==> src/rtl/alu_pipe.sv <==
// -----------------------------------------------------------------------------
// alu_pipe
//   Parametrised registered ALU with valid/ready handshakes on both sides.
//   ADD, SUB, MUL and the logic ops finish in one cycle. DIV uses an iterative
//   restoring divider that produces one quotient bit per cycle, MSB first.
//   The result register holds a single entry. A new request is accepted only
//   when that entry is empty or is being consumed in the same cycle.
//
// Parameters
//   WIDTH      operand/result width in bits (2..32)
//   BAD_VALUE  result returned for unsupported op codes (truncated to WIDTH)
//
// Optional feature
//   ALU_PIPE_SAT_EN  when defined, op 0100 is an unsigned saturating add and
//                    op 0101 is an unsigned saturating subtract. When it is
//                    not defined, both codes are treated as unsupported.
//
// Ports
//   clock      rising-edge clock
//   reset      asynchronous, active-high reset
//   in_valid   request valid            in_ready   request can be accepted
//   a, b       operands                 op         operation select
//   out_valid  result valid             out_ready  consumer accepts result
//   result     result value             carry      carry/borrow/overflow
//   zero       result == 0              err        div-by-zero / bad op
// -----------------------------------------------------------------------------
module alu_pipe #(
  parameter int unsigned WIDTH     = 8,
  parameter logic [31:0] BAD_VALUE = 32'h0000_00AC
) (
  input  logic             clock,
  input  logic             reset,
  input  logic             in_valid,
  output logic             in_ready,
  input  logic [WIDTH-1:0] a,
  input  logic [WIDTH-1:0] b,
  input  logic [3:0]       op,
  output logic             out_valid,
  input  logic             out_ready,
  output logic [WIDTH-1:0] result,
  output logic             carry,
  output logic             zero,
  output logic             err
);

  localparam int unsigned CW = (WIDTH > 1) ? $clog2(WIDTH) : 1;

  localparam logic [3:0] OP_ADD  = 4'b0000;
  localparam logic [3:0] OP_SUB  = 4'b0001;
  localparam logic [3:0] OP_MUL  = 4'b0010;
  localparam logic [3:0] OP_DIV  = 4'b0011;
`ifdef ALU_PIPE_SAT_EN
  localparam logic [3:0] OP_SADD = 4'b0100;
  localparam logic [3:0] OP_SSUB = 4'b0101;
`endif
  localparam logic [3:0] OP_AND  = 4'b0110;
  localparam logic [3:0] OP_OR   = 4'b0111;
  localparam logic [3:0] OP_XOR  = 4'b1000;

  localparam logic [WIDTH-1:0] BAD_RESULT = BAD_VALUE[WIDTH-1:0];
  localparam logic [WIDTH-1:0] ALL_ONES   = {WIDTH{1'b1}};
  localparam logic [WIDTH-1:0] ALL_ZEROS  = {WIDTH{1'b0}};

  typedef enum logic [0:0] {
    ST_IDLE = 1'b0,
    ST_DIV  = 1'b1
  } state_t;

  // Architectural state
  state_t           state_r;
  logic             out_valid_r;
  logic [WIDTH-1:0] result_r;
  logic             carry_r;
  logic             zero_r;
  logic             err_r;

  // Divider state: partial remainder, quotient/dividend shift register,
  // latched divisor and remaining-step counter.
  logic [WIDTH-1:0] rem_r;
  logic [WIDTH-1:0] quot_r;
  logic [WIDTH-1:0] divisor_r;
  logic [CW-1:0]    count_r;

  // Combinational helpers
  logic               accept_s;
  logic               start_div_s;
  logic [WIDTH:0]     sum_s;
  logic [WIDTH:0]     diff_s;
  logic [2*WIDTH-1:0] prod_s;
  logic [WIDTH-1:0]   alu_result_s;
  logic               alu_carry_s;
  logic               alu_err_s;
  logic [WIDTH:0]     rem_shift_s;
  logic               div_ge_s;
  logic [WIDTH-1:0]   rem_next_s;
  logic [WIDTH-1:0]   quot_next_s;

  // A request may be taken only in IDLE when the output slot is free or
  // draining this cycle, so single-cycle ops can stream at one per clock.
  assign in_ready    = (state_r == ST_IDLE) && (!out_valid_r || out_ready);
  assign accept_s    = in_valid && in_ready;
  assign start_div_s = (op == OP_DIV) && (b != ALL_ZEROS);

  // The top bit of the (WIDTH+1)-bit difference is set exactly when a < b.
  assign sum_s  = {1'b0, a} + {1'b0, b};
  assign diff_s = {1'b0, a} - {1'b0, b};
  assign prod_s = {ALL_ZEROS, a} * {ALL_ZEROS, b};

  // Single-cycle ALU result, flags and error for the op being offered.
  always_comb begin
    alu_result_s = BAD_RESULT;
    alu_carry_s  = 1'b0;
    alu_err_s    = 1'b1;
    case (op)
      OP_ADD: begin
        alu_result_s = sum_s[WIDTH-1:0];
        alu_carry_s  = sum_s[WIDTH];
        alu_err_s    = 1'b0;
      end
      OP_SUB: begin
        alu_result_s = diff_s[WIDTH-1:0];
        alu_carry_s  = diff_s[WIDTH];
        alu_err_s    = 1'b0;
      end
      OP_MUL: begin
        alu_result_s = prod_s[WIDTH-1:0];
        alu_carry_s  = |prod_s[2*WIDTH-1:WIDTH];
        alu_err_s    = 1'b0;
      end
      OP_DIV: begin
        // Only the divide-by-zero case completes here; b != 0 goes to the
        // iterative divider instead.
        alu_result_s = ALL_ONES;
        alu_carry_s  = 1'b0;
        alu_err_s    = 1'b1;
      end
`ifdef ALU_PIPE_SAT_EN
      OP_SADD: begin
        alu_result_s = sum_s[WIDTH] ? ALL_ONES : sum_s[WIDTH-1:0];
        alu_carry_s  = sum_s[WIDTH];
        alu_err_s    = 1'b0;
      end
      OP_SSUB: begin
        alu_result_s = diff_s[WIDTH] ? ALL_ZEROS : diff_s[WIDTH-1:0];
        alu_carry_s  = diff_s[WIDTH];
        alu_err_s    = 1'b0;
      end
`endif
      OP_AND: begin
        alu_result_s = a & b;
        alu_carry_s  = 1'b0;
        alu_err_s    = 1'b0;
      end
      OP_OR: begin
        alu_result_s = a | b;
        alu_carry_s  = 1'b0;
        alu_err_s    = 1'b0;
      end
      OP_XOR: begin
        alu_result_s = a ^ b;
        alu_carry_s  = 1'b0;
        alu_err_s    = 1'b0;
      end
      default: begin
        alu_result_s = BAD_RESULT;
        alu_carry_s  = 1'b0;
        alu_err_s    = 1'b1;
      end
    endcase
  end

  // One restoring-division step. The next dividend bit is shifted into the
  // remainder, and the divisor is subtracted when it fits. The true
  // difference is always below the divisor, so a WIDTH-bit subtraction is
  // exact.
  always_comb begin
    rem_shift_s = {rem_r, quot_r[WIDTH-1]};
    div_ge_s    = (rem_shift_s >= {1'b0, divisor_r});
    rem_next_s  = div_ge_s ? (rem_shift_s[WIDTH-1:0] - divisor_r)
                           : rem_shift_s[WIDTH-1:0];
    quot_next_s = {quot_r[WIDTH-2:0], div_ge_s};
  end

  // Control FSM, divider datapath and the single-entry output register.
  always_ff @(posedge clock or posedge reset) begin
    if (reset) begin
      state_r     <= ST_IDLE;
      out_valid_r <= 1'b0;
      result_r    <= ALL_ZEROS;
      carry_r     <= 1'b0;
      zero_r      <= 1'b0;
      err_r       <= 1'b0;
      rem_r       <= ALL_ZEROS;
      quot_r      <= ALL_ZEROS;
      divisor_r   <= ALL_ZEROS;
      count_r     <= {CW{1'b0}};
    end else begin
      case (state_r)
        ST_IDLE: begin
          if (accept_s) begin
            if (start_div_s) begin
              // The slot is empty or draining on acceptance, so it is free
              // for the whole divide.
              rem_r       <= ALL_ZEROS;
              quot_r      <= a;
              divisor_r   <= b;
              count_r     <= CW'(WIDTH - 1);
              out_valid_r <= 1'b0;
              state_r     <= ST_DIV;
            end else begin
              result_r    <= alu_result_s;
              carry_r     <= alu_carry_s;
              zero_r      <= (alu_result_s == ALL_ZEROS);
              err_r       <= alu_err_s;
              out_valid_r <= 1'b1;
              state_r     <= ST_IDLE;
            end
          end else if (out_valid_r && out_ready) begin
            out_valid_r <= 1'b0;
          end else begin
            out_valid_r <= out_valid_r;
          end
        end
        ST_DIV: begin
          rem_r  <= rem_next_s;
          quot_r <= quot_next_s;
          if (count_r == {CW{1'b0}}) begin
            result_r    <= quot_next_s;
            carry_r     <= 1'b0;
            zero_r      <= (quot_next_s == ALL_ZEROS);
            err_r       <= 1'b0;
            out_valid_r <= 1'b1;
            state_r     <= ST_IDLE;
          end else begin
            count_r <= count_r - CW'(1);
            if (out_valid_r && out_ready) begin
              out_valid_r <= 1'b0;
            end else begin
              out_valid_r <= out_valid_r;
            end
          end
        end
        default: begin
          state_r     <= ST_IDLE;
          out_valid_r <= 1'b0;
        end
      endcase
    end
  end

  assign out_valid = out_valid_r;
  assign result    = result_r;
  assign carry     = carry_r;
  assign zero      = zero_r;
  assign err       = err_r;

endmodule

==> config.mk <==
export PLATFORM = sky130hd
export DESIGN_NAME = alu_pipe
export DESIGN_NICKNAME = d
export VERILOG_FILES = /design/src/rtl/alu_pipe.sv
export SDC_FILE = /design/constraint.sdc
export NUM_CORES = 1
export LEC_CHECK = 0
export ABC_CLOCK_PERIOD_IN_PS = 2550
export CELL_PAD_IN_SITES_DETAIL_PLACEMENT = 2
export CELL_PAD_IN_SITES_GLOBAL_PLACEMENT = 2
export CORE_ASPECT_RATIO = 1.2
export CORE_UTILIZATION = 40
export DETAILED_ROUTE_END_ITERATION = 16
export DONT_BUFFER_PORTS = 1
export GPL_TIMING_DRIVEN = 0
export PLACE_DENSITY = 0.92
export SLEW_MARGIN = 20
export SYNTH_ARGS = -nofsm -noshare
export SYNTH_HDL_FRONTEND = slang
export SYNTH_SLANG_ARGS = --single-unit
==> constraint.sdc <==
create_clock -name clock -period 2.55 [get_ports clock]
set_clock_uncertainty 0.1 [all_clocks]
set_input_delay 0.3825 -clock clock [delete_from_list [all_inputs] [get_ports clock]]
set_output_delay 0.3825 -clock clock [all_outputs]
set_load 0.03 [all_outputs]
Word level (Yosys, flattened, before mapping)
Cells that the tools add are included.

Register bits after elaboration: 40. Input bits: 24. Output and inout bits: 13. Word-level logic and storage cells: 86.

Add/sub/neg operators: 4. Multiply operators: 1. $lt $le $gt $ge: 1. Equality and inequality tests: 11. Mux-type cells: 38. Bitwise logic cells: 4. Reductions and logical operators: 17.

Operator list (number): $mux 8 (8); $pmux 8 s7 (1); $pmux 8 s2 (3); $logic_not 8->1 (2); $mul 8x8->16 (1); $mux 1 (16); $pmux 1 s2 (5); $add 8x8->9 (1); $ge 9x8->1 (1); $mux 3 (3); $reduce_and 3->1 (3); $sub 8x8->9 (1); $and 8x8->8 (1); $eq 4x2->1 const B (2); $eq 4x3->1 const B (2); $ne 2x2->1 const B (4); $or 8x8->8 (1); $reduce_bool 8->1 (1); $reduce_or 8->1 (1); $sub 8x8->8 (1); $xor 8x8->8 (1); $pmux 3 s2 (1); $reduce_or 6->1 (1); $eq 4x1->1 const B (1); other kinds (11) (14).

Logic depth before layout (Yosys ltp)
Depth after elaboration: 6. Mapped depth: 18. Mapped depth without buffers: 17.

Least setup slack after synthesis
Ideal clock, no wire load.

Kind: input-to-reg. From: input port b[4]. To: register carry_r, in the netlist carry. Setup time: 128 ps. Arrival: 4300 ps. Data required time: 2322 ps. Slack: -1978 ps. Stages: 14. Path through: clkbuf_1 -> nand2_1 -> fa_1 -> fa_1 -> fa_1 -> fa_1 -> inv_1 -> ha_1 -> and3_1 -> a221o_1 -> nor4_1 -> o311ai_1 -> nor4_1 -> o21ai_1.

Word-level cells in the longest chain between the ends: 6. Elaborated cells on any way between the ends: 12. Those cells by class: 2 x add/sub; 1 x mul; 1 x eq/ne; 4 x mux; 4 x reduce/logical.

Ends and longest elaborated chain: from (decl) (line 36) `input logic [WIDTH-1:0] b,`; $mul 8x8->16 (line 107) `assign prod_s = {ALL_ZEROS, a} * {ALL_ZEROS, b};`; $reduce_or 8->1 (line 127) `alu_carry_s = |prod_s[2*WIDTH-1:WIDTH];`; $pmux 1 s3 (line 114) `case (op)`; $mux 1 (line 201) `if (start_div_s) begin`; $mux 1 (line 200) `if (accept_s) begin`; $pmux 1 s2 (line 198) `case (state_r)`; to (signal assigned) (line 212) `carry_r <= alu_carry_s;`; to (decl) (line 73) `logic carry_r;`.

Several ways; a longest one is shown, not always the timed one. The select of a mux whose other input is x is not followed. A chain may end at the register's enable or synchronous reset.

Worst setup path in the final report
Ends and elaborated chain as after synthesis.

==> impl_metrics.py <==
metrics = {
    "cts": {
        "cts-buffers-inserted": 5,
        "cts_num_sinks": 40,
        "cts_htree_levels": 2,
        "insertion_delay_ns": 0.29,
        "cts_tree": "done",
        "cts-root-buf": "clkbuf_16",
        "clockBufferDepth": 2,
        "path_clk_slew_ns": 0.06,
    },
    "synth": {
        "async_flop_share": 1.00,
        "synth_edf_count": 0,
        "syn_nets": 828,
        "synthCells": 695,
        "ys_seq_area_frac": 0.178,
        "yosys_warnings": 0,
        "yosysUniqueCellTypes": 76,
        "synth_ff_type": "dfrtp_1",
        "avgSynthCellArea_sq_um": 8.07,
        "syn-cell-area_sq_mm": 0.00561,
        "ys_seq_elements": 40,
    },
    "power_and_ir_drop": {
        "ir_drop_uv": 699,
        "p_total_mw": 6.80,
        "power_density_mw_per_mm2": 991,
        "power.leakage_nw": 3.05,
    },
    "placement": {
        "placedCellCount": 867,
        "place_congestion": 0.887,
        "dpl_cell_area_sq_mm": 0.00606,
        "hpwl_um": 17200,
        "pre_cts_ws_ns": -2.51,
        "port_buffers": 0,
    },
    "routing": {
        "drt_pass1_iterations": 5,
        "via_count": 5602,
        "post_drt_wl_per_cell_um": 27.1,
        "drt-initial-drc-count": 314,
        "via_per_inst": 6.26,
        "postRouteAntennaNets": 0,
        "drc": 0,
        "drt-total-wl_um": 24300,
    },
    "critical_path": {
        "crit_type": "in -> reg",
        "worst_r2r_endpoint": "result[0]$_DFFE_PP0P_",
        "cp-start-kind": "input port",
        "worstPathMaxFanout": 7,
        "arrival_ns": 4.42,
        "ff2ff_path_depth": 9,
        "timing.rr.start": "rem_r[1]$_DFFE_PP0P_",
        "end_kind": "flip-flop",
        "worst-r2r-setup-slack_ns": 0.02,
        "cp.required_ns": 2.61,
    },
    "worst_hold_path": {
        "hold_path.class": "in -> reg",
        "hold_depth": 2,
        "hold_start": "b[3]",
        "hold_end": "divisor_r[3]$_DFFE_PP0P_",
    },
    "timing": {
        "worst_hold_slack_ns": 0.121,
        "rsz0062_at_grt": "yes",
        "hold_viol": 0,
        "layout_setup_ws_ns": -1.81,
        "setup_viol": 6,
        "max-slew-margin-rel": 0.324,
        "worst_pin_slew_ns": 1.01,
        "slew_viol_final": 0,
        "period_minus_slack_ns": 4.36,
        "clock.fmax_mhz": 229,
        "fin_crit_sh": 1.71,
        "finalSetupTns_ns": -8.03,
    },
    "cells_and_area": {
        "fillers": 1473,
        "final_common_cell": "nand2_1",
        "final_util": 0.499,
        "instances_no_fill": 895,
        "diodes": 0,
        "drive_gt1_frac": 0.232,
        "finalInstanceArea_sq_mm": 0.00687,
        "area_growth_pct": 22.4,
        "nets": 857,
        "final_cell_mix": "nand2_1 (76), inv_1 (73), nor2_1 (65)",
    },
    "global_route": {
        "grt_pass1_vias": 6398,
        "grt_pass1_wl_um": 35400,
        "grt_max_degree": 23,
        "grt_use_total": 0.323,
        "antenna_found_initial": 0,
        "grt.overflow.total": 0,
    },
    "run_status": {
        "violations": "negative setup slack",
        "status": "finished, violations left",
    },
    "die": {
        "ios": 37,
        "die-width_um": 110,
        "die-area_sq_mm": 0.0145,
        "initial_core_util": 0.408,
        "die_h_um": 132,
        "rows": 47,
        "placeableCoreArea_sq_mm": 0.0138,
    },
    "flow_run": {
        "drv_cap": 0,
    },
}
[synth_stat cells, types with 6 or more instances]
cell type,n,area (sq um)
a21oi_1,26,130
clkbuf_1,9,33.8
nand2_1,82,308
inv_1,101,379
o31ai_1,11,82.6
dfrtp_1,40,1000
a21o_1,10,75.1
buf_2,8,40.0
o21ai_1,12,60.1
nor2b_1,9,56.3
o21ai_0,32,160
a211oi_1,9,67.6
ha_1,70,876
nor2_1,75,282
and3_1,6,37.5
xnor2_1,7,61.3
nor3_1,14,70.1
nand2b_1,9,56.3
o211ai_1,6,45.0
nor4_1,7,43.8
fa_1,39,781
a22oi_1,6,45.0
[state kept, by name, indices dropped and copies added (netlist names)]
| signal | cells |
|---|---|
| rem_r | 8 |
| carry | 1 |
| zero | 1 |
| count_r | 3 |
| result | 8 |
| divisor_r | 8 |
| out_valid | 1 |
| quot_r | 8 |
| err | 1 |
| state_r | 1 |
[critical path, cell delays in order]
cell,delay (ns)
clkbuf_16,0.14
nand2_2,0.06
fa_1,0.49
fa_1,0.53
fa_1,0.56
inv_1,0.07
fa_2,0.55
ha_4,0.22
buf_6,0.13
a21oi_4,0.15
nor2_4,0.06
nor4_4,0.30
a21oi_4,0.11
xor2_2,0.20
nor4_4,0.35
o21ai_1,0.11
[logic make-up after synthesis]
group / share of synthesized area
simple gates: 0.200
compound gates: 0.206
buf+inv: 0.0941
fa+ha+maj: 0.295
flops: 0.178
xor+xnor: 0.0187
mux: 0.00758
[worst max-delay path by stage]
stage,startpoint,endpoint,slack (ns),cells after the start
after floorplan,a[3],carry$_DFFE_PP0P_,-1.63,17
after global placement,a[5],carry$_DFFE_PP0P_,-2.47,15
after detailed placement,a[5],carry$_DFFE_PP0P_,-2.51,15
after CTS,b[2],carry$_DFFE_PP0P_,-1.74,15
after global routing,b[4],carry$_DFFE_PP0P_,-1.85,16
final,b[4],carry$_DFFE_PP0P_,-1.81,16
[power by group]
part           leakage (nW)  switching [mW]  total, mW  internal (mW)
combinational          2.49            2.83       4.83           2.00
sequential            0.496           0.437       1.36          0.924
clock                0.0667           0.260      0.616          0.356
total                  3.05            3.52       6.80           3.28
[layer usage]
metal / up-vias / part of all wire / global-route usage
met5: - / 0 / 0
met4: 0 / 0.045 / 0.135
met3: 77 / 0.045 / 0.0440
met2: 195 / 0.54 / 0.607
met1: 2900 / 0.37 / 0.351
li1: 2430 / - / -
[area by class of cell]
class,count,area (sq um),area share
inverter,103,430,0.0627
tap,171,214,0.0312
clock buffer,6,129,0.0188
sequential,40,1000,0.146
multi-input combinational,528,4700,0.685
timing repair buffer,24,226,0.0330
buffer,22,160,0.0233
clock inverter,1,5.00,0.000729
[what timing repair did]
action | in CTS | in global routing
pin swaps | 42 | 40
resized for setup | 66 | 41
endpoints found under the setup margin | 29 | 26
hold buffers | 1 | 0
endpoints found under the hold margin | 18 | 0
buffers inserted | 13 | 9
(Power assumes the default switching activity.)
